$ cat config.mk
export PLATFORM = sky130hd
export DESIGN_NAME = vga_framebuffer_fetch
export DESIGN_NICKNAME = d
export VERILOG_FILES = /design/src/rtl/vga_framebuffer_fetch.sv
export SDC_FILE = /design/constraint.sdc
export NUM_CORES = 1
export LEC_CHECK = 0
export CORE_ASPECT_RATIO = 0.6
export CORE_MARGIN = 3
export CORE_UTILIZATION = 55
export DETAILED_ROUTE_END_ITERATION = 12
export GPL_TIMING_DRIVEN = 0
export PLACE_DENSITY = 0.89
export SLEW_MARGIN = 20
export SYNTH_ARGS = -nofsm -noshare
export SYNTH_HDL_FRONTEND = slang
export SYNTH_SLANG_ARGS = --single-unit
export TNS_END_PERCENT = 30
$ cat constraint.sdc
create_clock -name clk_i -period 8.72 [get_ports clk_i]
set_input_delay 2.616 -clock clk_i [delete_from_list [all_inputs] [get_ports clk_i]]
set_output_delay 2.616 -clock clk_i [all_outputs]
set_load 0.01 [all_outputs]
$ cat src/rtl/vga_framebuffer_fetch.sv
// Framebuffer fetch controller: issues credit-limited burst reads for each frame
// and forwards returning read beats into the downstream pixel FIFO.
module vga_framebuffer_fetch #(
    parameter int FIFO_DEPTH      = 1024,
    parameter int BURST_LEN       = 16,
    parameter int MAX_OUTSTANDING = 4,
    parameter int FRAME_WORDS     = 153600
) (
    input  logic        clk_i,
    input  logic        rst_i,
    input  logic        enable_i,
    input  logic        frame_start_i,
    input  logic [31:0] frame_base_i,
    input  logic        fifo_pop_i,
    output logic        rd_req_o,
    output logic [31:0] rd_addr_o,
    output logic [7:0]  rd_len_o,
    input  logic        rd_accept_i,
    input  logic        rd_resp_valid_i,
    input  logic [31:0] rd_resp_data_i,
    input  logic        rd_resp_last_i,
    output logic [31:0] fifo_data_o,
    output logic        fifo_push_o,
    input  logic        fifo_accept_i,
    output logic        busy_o,
    output logic        frame_err_o,
    output logic        ovf_err_o
);
    localparam int CW = $clog2(FIFO_DEPTH) + 1;
    localparam logic [CW:0] CREDIT_MAX = (CW+1)'(FIFO_DEPTH - 1);

    typedef enum logic [1:0] {IDLE, WAIT, FETCH, DRAIN} state_t;

    state_t        state_q, state_d;
    logic [31:0]   addr_q;
    logic [23:0]   remain_q;
    logic [CW-1:0] credit_q;
    logic [3:0]    outst_q;
    logic          hold_q;
    logic          push_q;
    logic [31:0]   data_q;
    logic          frame_err_q;
    logic          ovf_err_q;

    logic [8:0]    len;
    logic          can_issue;
    logic          accept;
    logic          resp_ok;
    logic          resp_done;
    logic [CW:0]   csum;
    logic          credit_ovf;

    always_comb begin
        len = (remain_q >= 24'(BURST_LEN)) ? 9'(BURST_LEN) : remain_q[8:0];
    end

    assign can_issue = (state_q == FETCH) && (remain_q != '0) &&
                       (32'(credit_q) >= 32'(len)) &&
                       (outst_q < 4'(MAX_OUTSTANDING));

    // A raised request is held until accepted, even after leaving FETCH.
    assign rd_req_o  = hold_q | can_issue;
    assign accept    = rd_req_o & rd_accept_i;
    assign rd_addr_o = rd_req_o ? addr_q : '0;
    assign rd_len_o  = rd_req_o ? 8'(len - 9'd1) : '0;

    // Beats arriving with nothing outstanding (e.g. left over from before a reset) are dropped.
    assign resp_ok   = rd_resp_valid_i && (outst_q != '0);
    assign resp_done = resp_ok && rd_resp_last_i;

    always_comb begin
        csum = (CW+1)'(credit_q) + (CW+1)'(fifo_pop_i);
        if (accept) csum = csum - (CW+1)'(len);
    end
    assign credit_ovf = (csum > CREDIT_MAX);

    always_ff @(posedge clk_i or posedge rst_i) begin
        if (rst_i) state_q <= IDLE;
        else       state_q <= state_d;
    end

    always_comb begin
        state_d = state_q;
        case (state_q)
            IDLE:  if (enable_i) state_d = WAIT;
            WAIT: begin
                if (!enable_i)          state_d = IDLE;
                else if (frame_start_i) state_d = FETCH;
            end
            FETCH: if (remain_q == '0 || !enable_i) state_d = DRAIN;
            DRAIN: if (outst_q == '0 && !hold_q) state_d = enable_i ? WAIT : IDLE;
            default: state_d = IDLE;
        endcase
    end

    always_ff @(posedge clk_i or posedge rst_i) begin
        if (rst_i) begin
            addr_q      <= '0;
            remain_q    <= '0;
            credit_q    <= CREDIT_MAX[CW-1:0];
            outst_q     <= '0;
            hold_q      <= 1'b0;
            push_q      <= 1'b0;
            data_q      <= '0;
            frame_err_q <= 1'b0;
            ovf_err_q   <= 1'b0;
        end else begin
            hold_q <= rd_req_o & ~rd_accept_i;
            if (state_q == WAIT && state_d == FETCH) begin
                addr_q   <= frame_base_i;
                remain_q <= 24'(FRAME_WORDS);
            end else if (accept) begin
                addr_q   <= addr_q + 32'({len, 2'b00});
                remain_q <= remain_q - 24'(len);
            end
            credit_q <= credit_ovf ? CREDIT_MAX[CW-1:0] : csum[CW-1:0];
            case ({accept, resp_done})
                2'b10:   outst_q <= outst_q + 4'd1;
                2'b01:   outst_q <= outst_q - 4'd1;
                default: outst_q <= outst_q;
            endcase
            push_q <= resp_ok;
            data_q <= rd_resp_data_i;
            if (frame_start_i && (state_q == FETCH || state_q == DRAIN)) frame_err_q <= 1'b1;
            // Pushing into a full FIFO or popping more than was ever pushed.
            if ((push_q && !fifo_accept_i) || credit_ovf) ovf_err_q <= 1'b1;
        end
    end

    assign fifo_push_o = push_q;
    assign fifo_data_o = data_q;
    assign busy_o      = (state_q == FETCH) || (state_q == DRAIN);
    assign frame_err_o = frame_err_q;
    assign ovf_err_o   = ovf_err_q;

endmodule
Word-level counts from Yosys, hierarchy flattened
Index checks and enable logic that the tools add are counted.
W data, S select, Z words.
{ "word_totals": {"wordCells": 70, "ff_bits": 109, "n_memories": 0, "latch_bits": 0, "out_inout_bits": 77, "rom_bits": 0, "mem_bits_rw": 0, "inputBits": 73} }
{ "classes": {"order_cmp": 4, "n_div": 0, "addsub": 7, "n_reduce_logical": 22, "mul": 0, "bitwise_logic": 4, "n_mux": 17, "eq_ne": 6, "shift": 0} }
{ "op_table": {"columns": ["cell", "n"], "rows": [
  ["$mux W32", 3],
  ["$mux W24", 2],
  ["$add A32 B11 Y32", 1],
  ["$ge A24 B5 Y1 const B", 1],
  ["$logic_not A24 Y1", 1],
  ["$reduce_bool A24 Y1", 1],
  ["$sub A24 B9 Y24", 1],
  ["$add A11 B1 Y12", 1],
  ["$gt A12 B10 Y1 const B", 1],
  ["$mux W12", 1],
  ["$sub A12 B9 Y12", 1],
  ["$ge A11 B9 Y1", 1],
  ["$mux W11", 1],
  ["$mux W2", 5],
  ["$logic_and A1 B1 Y1", 9],
  ["$mux W9", 1],
  ["$eq A2 B2 Y1 const B", 4],
  ["$mux W8", 1],
  ["$pmux W2 S4", 1],
  ["$pmux W4 S2", 1],
  ["$sub A8 B1 Y8 const B", 1],
  ["$add A4 B1 Y4 const B", 1],
  ["$eq A2 B1 Y1 const B", 2],
  ["$logic_not A4 Y1", 1],
  ["other kinds (11)", 17]
]} }

Logic depth before layout (Yosys ltp)
Gate-level depths: netlist of the first run.
{ "logic_depth": {"ltp_word": 10, "mapped_depth": 25, "mapped_depth_nobuf": 20} }

Worst setup path before layout of the first run
Ideal clock, no wire load.
{ "synth_timing": {"kind": "register to output", "from": "register remain_q[5]", "to": "output port rd_len_o[0]", "stages_incl_launch_ff": 18, "path_buffers": 4, "t_arrival_ps": 3446, "path_slack_ps": 2658, "required_time_ps": 6104, "cell_sequence": "dfrtp_1 -> or4_4 -> or2_1 -> buf_6 -> nor4_4 -> nand2b_1 -> clkbuf_2 -> inv_2 -> nand2_1 -> ha_1 -> a21oi_1 -> o21ai_0 -> a31oi_1 -> nand2_1 -> a21oi_2 -> buf_4 -> buf_2 -> nor2_1"} }
{ "synth_between": {"elab_chain_len": 7, "word_cells_on_any_way": 10, "classes_between": "add/sub (1); order compare (2); mux (2); bitwise (1); reduce/logical (4)"} }
{ "synth_lines": {"columns": ["item", "line", "source"], "rows": [
  ["start, declared", "36", "logic [23:0] remain_q;"],
  ["start signal, assigned", "111", "remain_q <= 24'(FRAME_WORDS);"],
  ["start signal, assigned", "114", "remain_q <= remain_q - 24'(len);"],
  ["$ge A24 B5 Y1", "54", "len = (remain_q >= 24'(BURST_LEN)) ? 9'(BURST_LEN) : remain_q[8:0];"],
  ["$mux W9", "54", null],
  ["$ge A11 B9 Y1", "58", "(32'(credit_q) >= 32'(len)) &&"],
  ["$logic_and A1 B1 Y1", "57", "assign can_issue = (state_q == FETCH) && (remain_q != '0) &&"],
  ["$logic_and A1 B1 Y1", "58", null],
  ["$or A1 B1 Y1", "62", "assign rd_req_o = hold_q | can_issue;"],
  ["$mux W8 (*)", "65", "assign rd_len_o = rd_req_o ? 8'(len - 9'd1) : '0;"],
  ["end, declared", "17", "output logic [7:0] rd_len_o,"]
]} }
Every way passes the cells marked *; elsewhere a longest branch is shown, timed or not.

Worst setup path in the final report of the first run
{ "layout_timing": {"from": "register remain_q[12]", "to": "output port rd_len_o[3]"} }
Same word-level chain as after synthesis.

==> impl_metrics.env, run 1 <==
export IMPL_layout_cells_most_common_list="clkdlybuf4s50_1, dfrtp_1, nand2_1, nor2_1, xnor2_1"
export IMPL_tightest_slew_ps=996
export IMPL_grt_pass1_wl_um=28500
export IMPL_grt_overflow_total=0
export IMPL_cts_resized_gates=0
export IMPL_layout_commonest_cell="clkdlybuf4s50_1"
export IMPL_cp_num_cells=17
export IMPL_via_per_inst=5.71
export IMPL_path_buf_inv=5
export IMPL_min_path_type="register to register"
export IMPL_synth_compound_area_share_pct=12.2
export IMPL_core_area_um2=10900
export IMPL_worstPathCellList="nor4_2, nand3b_2, nor4_4, nand2b_1, clkbuf_2, inv_2, nand2_1, ha_1, a21oi_1, o21ai_0, a31oi_1, nand2_1, a21oi_2, buf_4, buf_2, a31oi_1, clkdlybuf4s50_1"
export IMPL_route_detailed_drc=0
export IMPL_h_tree_depth=3
export IMPL_portBuffers=149
export IMPL_wl_per_cell_um=17.3
export IMPL_synthSimpleGateAreaFrac_pct=24.8
export IMPL_async_reset_ff_share_pct=100
export IMPL_areaGrowthSynthToFinish_pct=32.7
export IMPL_synth_edf_count=0
export IMPL_clk_latency_ps=350
export IMPL_layout_setup_ws_ps=957
export IMPL_relSlewSlack_pct=32.7
export IMPL_synth_seq_cells=109
export IMPL_outcome="completed"
export IMPL_synth_fa_ha_area_share_pct=7.30
export IMPL_antenna_found_initial=0
export IMPL_fmax_ghz=0.129
export IMPL_synth_top_family_by_area="simple AND/OR/NAND/NOR gates"
export IMPL_cts_hold_buf=0
export IMPL_timing_final_crit_share_pct=89.0
export IMPL_syn_inst=676
export IMPL_clk_pin_slew_ps=80
export IMPL_syn_area_per_cell_um2=9.43
export IMPL_drt_initial_drc_count=414
export IMPL_ff2ff_path_depth=22
export IMPL_fin_util_pct=77.4
export IMPL_grt_pass1_vias=5862
export IMPL_cpMaxStageDelayCell="nor4_2"
export IMPL_cts_made_buffers=9
export IMPL_pwr_share_clk_pct=17.2
export IMPL_synth_area_um2=6370
export IMPL_required_ps=6100
export IMPL_crit_family="simple AND/OR/NAND/NOR gates"
export IMPL_drt_pre_antenna_iters=6
export IMPL_finalSetupViolations=0
export IMPL_rsz0062_at_grt="no"
export IMPL_layout_nets=958
export IMPL_fin_crit_ps=7760
export IMPL_fin_cells=1009
export IMPL_synthMuxAreaShare_pct=1.12
export IMPL_cp_end_kind="output port"
export IMPL_worstPathArrival_ps=5150
export IMPL_ys_types=72
export IMPL_start_util_pct=58.4
export IMPL_ctsLongestPathBuffers=2
export IMPL_clockRootBuffer="clkbuf_16"
export IMPL_die_w_um=145
export IMPL_p_leak_uw=0.00348
export IMPL_p_sw_share_pct=41.3
export IMPL_holdPathStages=1
export IMPL_synth_seq_area_share_pct=43.0
export IMPL_track_usage_pct=27.4
export IMPL_dieArea_um2=13000
export IMPL_vdd_drop_max_mv=0.135
export IMPL_cts_setup_buffers=0
export IMPL_ys_flop_type="dfrtp_1"
export IMPL_fp_row_count=29
export IMPL_p_int_uw=1450
export IMPL_drive_gt1_share_pct=8.08
export IMPL_fp_dieH_um=89.4
export IMPL_p_seq_share_pct=32.7
export IMPL_setup_tns_ps=0
export IMPL_place_ws_ps=1380
export IMPL_skew_ps=6.59
export IMPL_wirelength_um=17500
export IMPL_grt_max_degree=67
export IMPL_synth_xor_area_share_pct=7.83
export IMPL_maxCapViolCount=0
export IMPL_antenna_cells=0
export IMPL_hpwl_um=13200
export IMPL_p_comb_share_pct=50.2
export IMPL_ant_nets=0
export IMPL_crit_path_start_kind="register"
export IMPL_gp_congestion=0.904
export IMPL_hold_viol=0
export IMPL_crit_type="register to output port"
export IMPL_yosysWarnings=0
export IMPL_worst_path_max_fanout=10
export IMPL_num_vias=5757
export IMPL_fillers=720
export IMPL_p_switching_uw=1020
export IMPL_dp_cells=993
export IMPL_ios=150
export IMPL_cts_num_sinks=109
export IMPL_max_stage_delay_ps=540
export IMPL_drv_slew=0
export IMPL_cts_tree="built"
export IMPL_p_per_area_nw_per_um2=292
-- cell usage after synthesis, drive strengths merged (5+ instances only) --
cell / n / area [um2]
nor4b: 9 / 85.1
and2: 5 / 31.3
xor2: 13 / 114
dfrtp: 99 / 2480
xnor2: 44 / 385
a21oi: 29 / 156
mux2i: 6 / 60.1
a31oi: 5 / 31.3
nor4: 18 / 134
o21ai: 41 / 216
nand3: 10 / 55.1
nor2b: 39 / 244
inv: 21 / 78.8
nand3b: 5 / 41.3
buf: 13 / 93.8
nand2b: 6 / 37.5
and3: 13 / 81.3
nand2: 82 / 308
o21a: 7 / 60.1
nor3: 25 / 130
dfstp: 10 / 263
clkbuf: 14 / 53.8
a211oi: 10 / 87.6
or2: 6 / 37.5
nor2: 64 / 264
ha: 34 / 425
-- final cells by class --
class	count	area (um2)	area share (%)
Timing Repair Buffer	150	1520	18.0
Inverter	21	83.8	0.991
Tap cell	155	194	2.29
Sequential cell	109	2740	32.4
Multi-Input combinational cell	531	3460	40.9
Buffer	27	148	1.75
Clock inverter	7	87.6	1.04
Clock buffer	9	225	2.66
-- worst register-to-register path, cell delays in order, from the launching register on --
cell and delay, ps:
dfrtp_1 430, nor4_2 540, nand3b_2 300, nor4_4 370, nand2b_1 90, clkbuf_2 180
inv_2 150, nand2_1 190, ha_1 360, nand2_1 50, o21ai_0 350, a31oi_1 250
a211oi_4 540, nor2_8 120, buf_4 210, buf_6 160, ha_1 260, xor2_1 160
ha_1 190, a21oi_1 160, xor2_1 160, nor2_1 70, xor2_1 140
-- power by group through the flow --
| stage | sequential (uW) | clock (uW) | combinational [uW] |
|---|---|---|---|
| floorplan | 770 | 0 | 824 |
| global placement | 797 | 0 | 1150 |
| detailed placement | 808 | 0 | 1210 |
| CTS | 801 | 429 | 1220 |
| global route | 825 | 454 | 1350 |
| finish | 805 | 424 | 1240 |
-- worst paths after layout --
path	startpoint	end	slack [ps]
min reg2reg	frame_err_o	frame_err_o	470
min in group asynchronous	rst_i	fifo_data_o[9]	2660
max reg2reg	remain_q[12]	outst_q[2]	3130
max	remain_q[12]	rd_len_o[3]	960
min	frame_err_o	frame_err_o	470
max in group asynchronous	rst_i	credit_q[1]	5360
-- metrics by stage --
| step | hold WS [ps] | power, uW | cell area, um2 |
|---|---|---|---|
| 5_1_grt | 495 | 2630 | 8460 |
| 3_5_place_dp | 455 | 2010 | 8140 |
| 6_report | 468 | 2470 | 8460 |
| 3_3_place_gp | 439 | 1950 | 8110 |
| 2_1_floorplan | 438 | 1590 | 6420 |
| 4_1_cts | 469 | 2450 | 8450 |
-- routing by layer --
metal	track usage, %	vias to the layer above	share of wire (%)
met5	0	-	0
met4	7.67	0	1.8
met3	9.07	36	12
met2	46.6	336	46
met1	34.3	2713	41
li1	-	2672	-
-- sequential cells by signal, summed over array words and instances, names as in the netlist, 2 cells and up --
name         count
outst_q          4
fifo_data_o     32
state_q          2
credit_q        11
remain_q        24
addr_q          32
-- cell families (layout without fill, tap and decap cells) --
logic type | count (synthesis) | after routing
simple gates | 299 | 299
compound gates | 118 | 118
flops | 109 | 109
xor+xnor | 57 | 57
buf+inv | 48 | 214
fa+ha+maj | 36 | 36
mux | 7 | 7
other cells | 2 | 14
No activity file was read; power rests on OpenSTA's default activity.
==> run 2: changes to the inputs <==
- CORE_UTILIZATION: 55 -> 35
- PLACE_DENSITY: 0.89 -> 0.62
==> run 2 against run 1 <==
Compared with the run above:
- worst hold slack got worse by 9.3 ps
- global-route usage shrank 9.9 points
- setup slack got worse by 25 ps
- critical path type unchanged
- clock-buffer cell count stayed put
- via count down 5.9%
- register-to-register slack hardly changed
- combinational power about the same
- sequential share of layout area decreased by 0.39 points
==> impl_metrics.env, run 2 (synthesis results as in run 1) <==
export IMPL_hold_viol=0
export IMPL_clk_pin_slew_ps=70
export IMPL_layout_cells_most_common_list="clkdlybuf4s50_1, dfrtp_1, nand2_1, nor2_1, xnor2_1"
export IMPL_cts_hold_buf=0
export IMPL_vdd_drop_max_mv=0.112
export IMPL_worstPathArrival_ps=5170
export IMPL_drive_gt1_share_pct=8.08
export IMPL_dp_cells=1072
export IMPL_track_usage_pct=17.5
export IMPL_cts_num_sinks=109
export IMPL_min_from="frame_err_o"
export IMPL_timing_final_crit_share_pct=89.3
export IMPL_clk_latency_ps=350
export IMPL_portBuffers=149
export IMPL_areaGrowthSynthToFinish_pct=34.3
export IMPL_max_stage_delay_ps=530
export IMPL_grt_max_degree=71
export IMPL_outcome="completed"
export IMPL_p_per_area_nw_per_um2=287
export IMPL_regArea_um2=2740
export IMPL_grt_overflow_total=0
export IMPL_layout_nets=958
export IMPL_fp_dieH_um=111
export IMPL_skew_ps=11.8
export IMPL_cpMaxStageDelayCell="nor4_2"
export IMPL_min_path_type="register to register"
export IMPL_cts_resized_gates=0
export IMPL_grt_pass1_vias=5184
export IMPL_crit_start="remain_q[12]"
export IMPL_num_vias=5417
export IMPL_fin_hold_ws_ps=459
export IMPL_ctsLongestPathBuffers=2
export IMPL_start_util_pct=36.4
export IMPL_gp_congestion=0.818
export IMPL_ant_nets=0
export IMPL_via_per_inst=4.98
export IMPL_multiInputGateArea_um2=3460
export IMPL_wirelength_um=17200
export IMPL_clockRootBuffer="clkbuf_16"
export IMPL_maxCapViolCount=0
export IMPL_cp_end_kind="output port"
export IMPL_crit_type="register to output port"
export IMPL_fin_cells=1088
export IMPL_antenna_cells=0
export IMPL_drv_slew=0
export IMPL_cts_tree="built"
export IMPL_dieArea_um2=19900
export IMPL_fillers=1659
export IMPL_finalSetupViolations=0
export IMPL_tightest_slew_ps=999
export IMPL_hpwl_um=13100
export IMPL_core_area_um2=17500
export IMPL_cts_setup_buffers=0
export IMPL_worstPathCellList="nor4_2, nand3b_2, nor4_4, nand2b_1, clkbuf_2, inv_2, nand2_1, ha_1, a21oi_1, o21ai_0, a31oi_1, nand2_1, a21oi_2, buf_4, buf_2, a31oi_1, clkdlybuf4s50_1"
export IMPL_required_ps=6100
export IMPL_drt_initial_drc_count=312
export IMPL_h_tree_depth=3
export IMPL_crit_path_start_kind="register"
export IMPL_setup_tns_ps=0
export IMPL_fp_row_count=37
export IMPL_layout_commonest_cell="clkdlybuf4s50_1"
export IMPL_rr_startpoint="remain_q[12]"
export IMPL_worst_path_max_fanout=10
export IMPL_total_power_uw=2460
export IMPL_route_detailed_drc=0
export IMPL_drt_pre_antenna_iters=5
export IMPL_ios=150
export IMPL_die_w_um=180
export IMPL_relSlewSlack_pct=32.5
export IMPL_rsz0062_at_grt="no"
export IMPL_wl_per_cell_um=15.9
export IMPL_antenna_found_initial=0
export IMPL_grt_pass1_wl_um=28500
export IMPL_fin_crit_ps=7790
export IMPL_p_leak_uw=0.00347
export IMPL_cts_made_buffers=9
export IMPL_fmax_ghz=0.128
run 2: per-stage QoR:
step | setup WS (ps) | cell area (um2) | util, %
3_3_place_gp | 1310 | 8200 | 46.9
6_report | 932 | 8560 | 48.9
3_5_place_dp | 1290 | 8240 | 47.1
5_1_grt | 629 | 8560 | 48.9
2_1_floorplan | 2660 | 6420 | -
4_1_cts | 889 | 8550 | 48.9
run 2: where the power goes:
| part | internal [uW] | switching, uW | leakage, uW |
|---|---|---|---|
| clock | 231 | 216 | 0.000152 |
| combinational | 579 | 627 | 0.00202 |
| sequential | 656 | 148 | 0.00130 |
run 2: layer usage:
| layer | part of all wire (%) | vias to the layer above | global-route usage [%] |
|---|---|---|---|
| met1 | 53 | 2557 | 27.9 |
| met4 | 0.63 | 0 | 2.55 |
| met3 | 7.0 | 11 | 4.67 |
| met2 | 40 | 161 | 23.6 |
| met5 | 0 | - | 0 |
| li1 | - | 2688 | - |
run 2: worst max-delay path: cells and delay by family (launching register included):
| family | cells | cell delay [ps] |
|---|---|---|
| compound gates | 5 | 1070 |
| flops | 1 | 430 |
| simple gates | 6 | 1620 |
| fa+ha+maj | 1 | 350 |
| buf+inv | 5 | 1360 |
run 2: final timing paths:
| check | cells after the start | slack (ps) | endpoint |
|---|---|---|---|
| worst max-delay path | 17 | 930 | rd_len_o[3] |
| worst min-delay path | 1 | 460 | frame_err_o |
| worst max register to register | 22 | 3130 | outst_q[2] |
| worst min register to register | 1 | 460 | frame_err_o |
| max in group asynchronous | 3 | 5350 | credit_q[3] |
| min in group asynchronous | 2 | 2630 | fifo_data_o[28] |
run 2: area by class of cell:
type	count	share of cell area, %
Clock inverter	7	1.07
Inverter	21	0.979
Clock buffer	9	2.63
Multi-Input combinational cell	531	40.4
Sequential cell	109	32.0
Tap cell	234	3.42
Timing Repair Buffer	150	17.7
Buffer	27	1.72
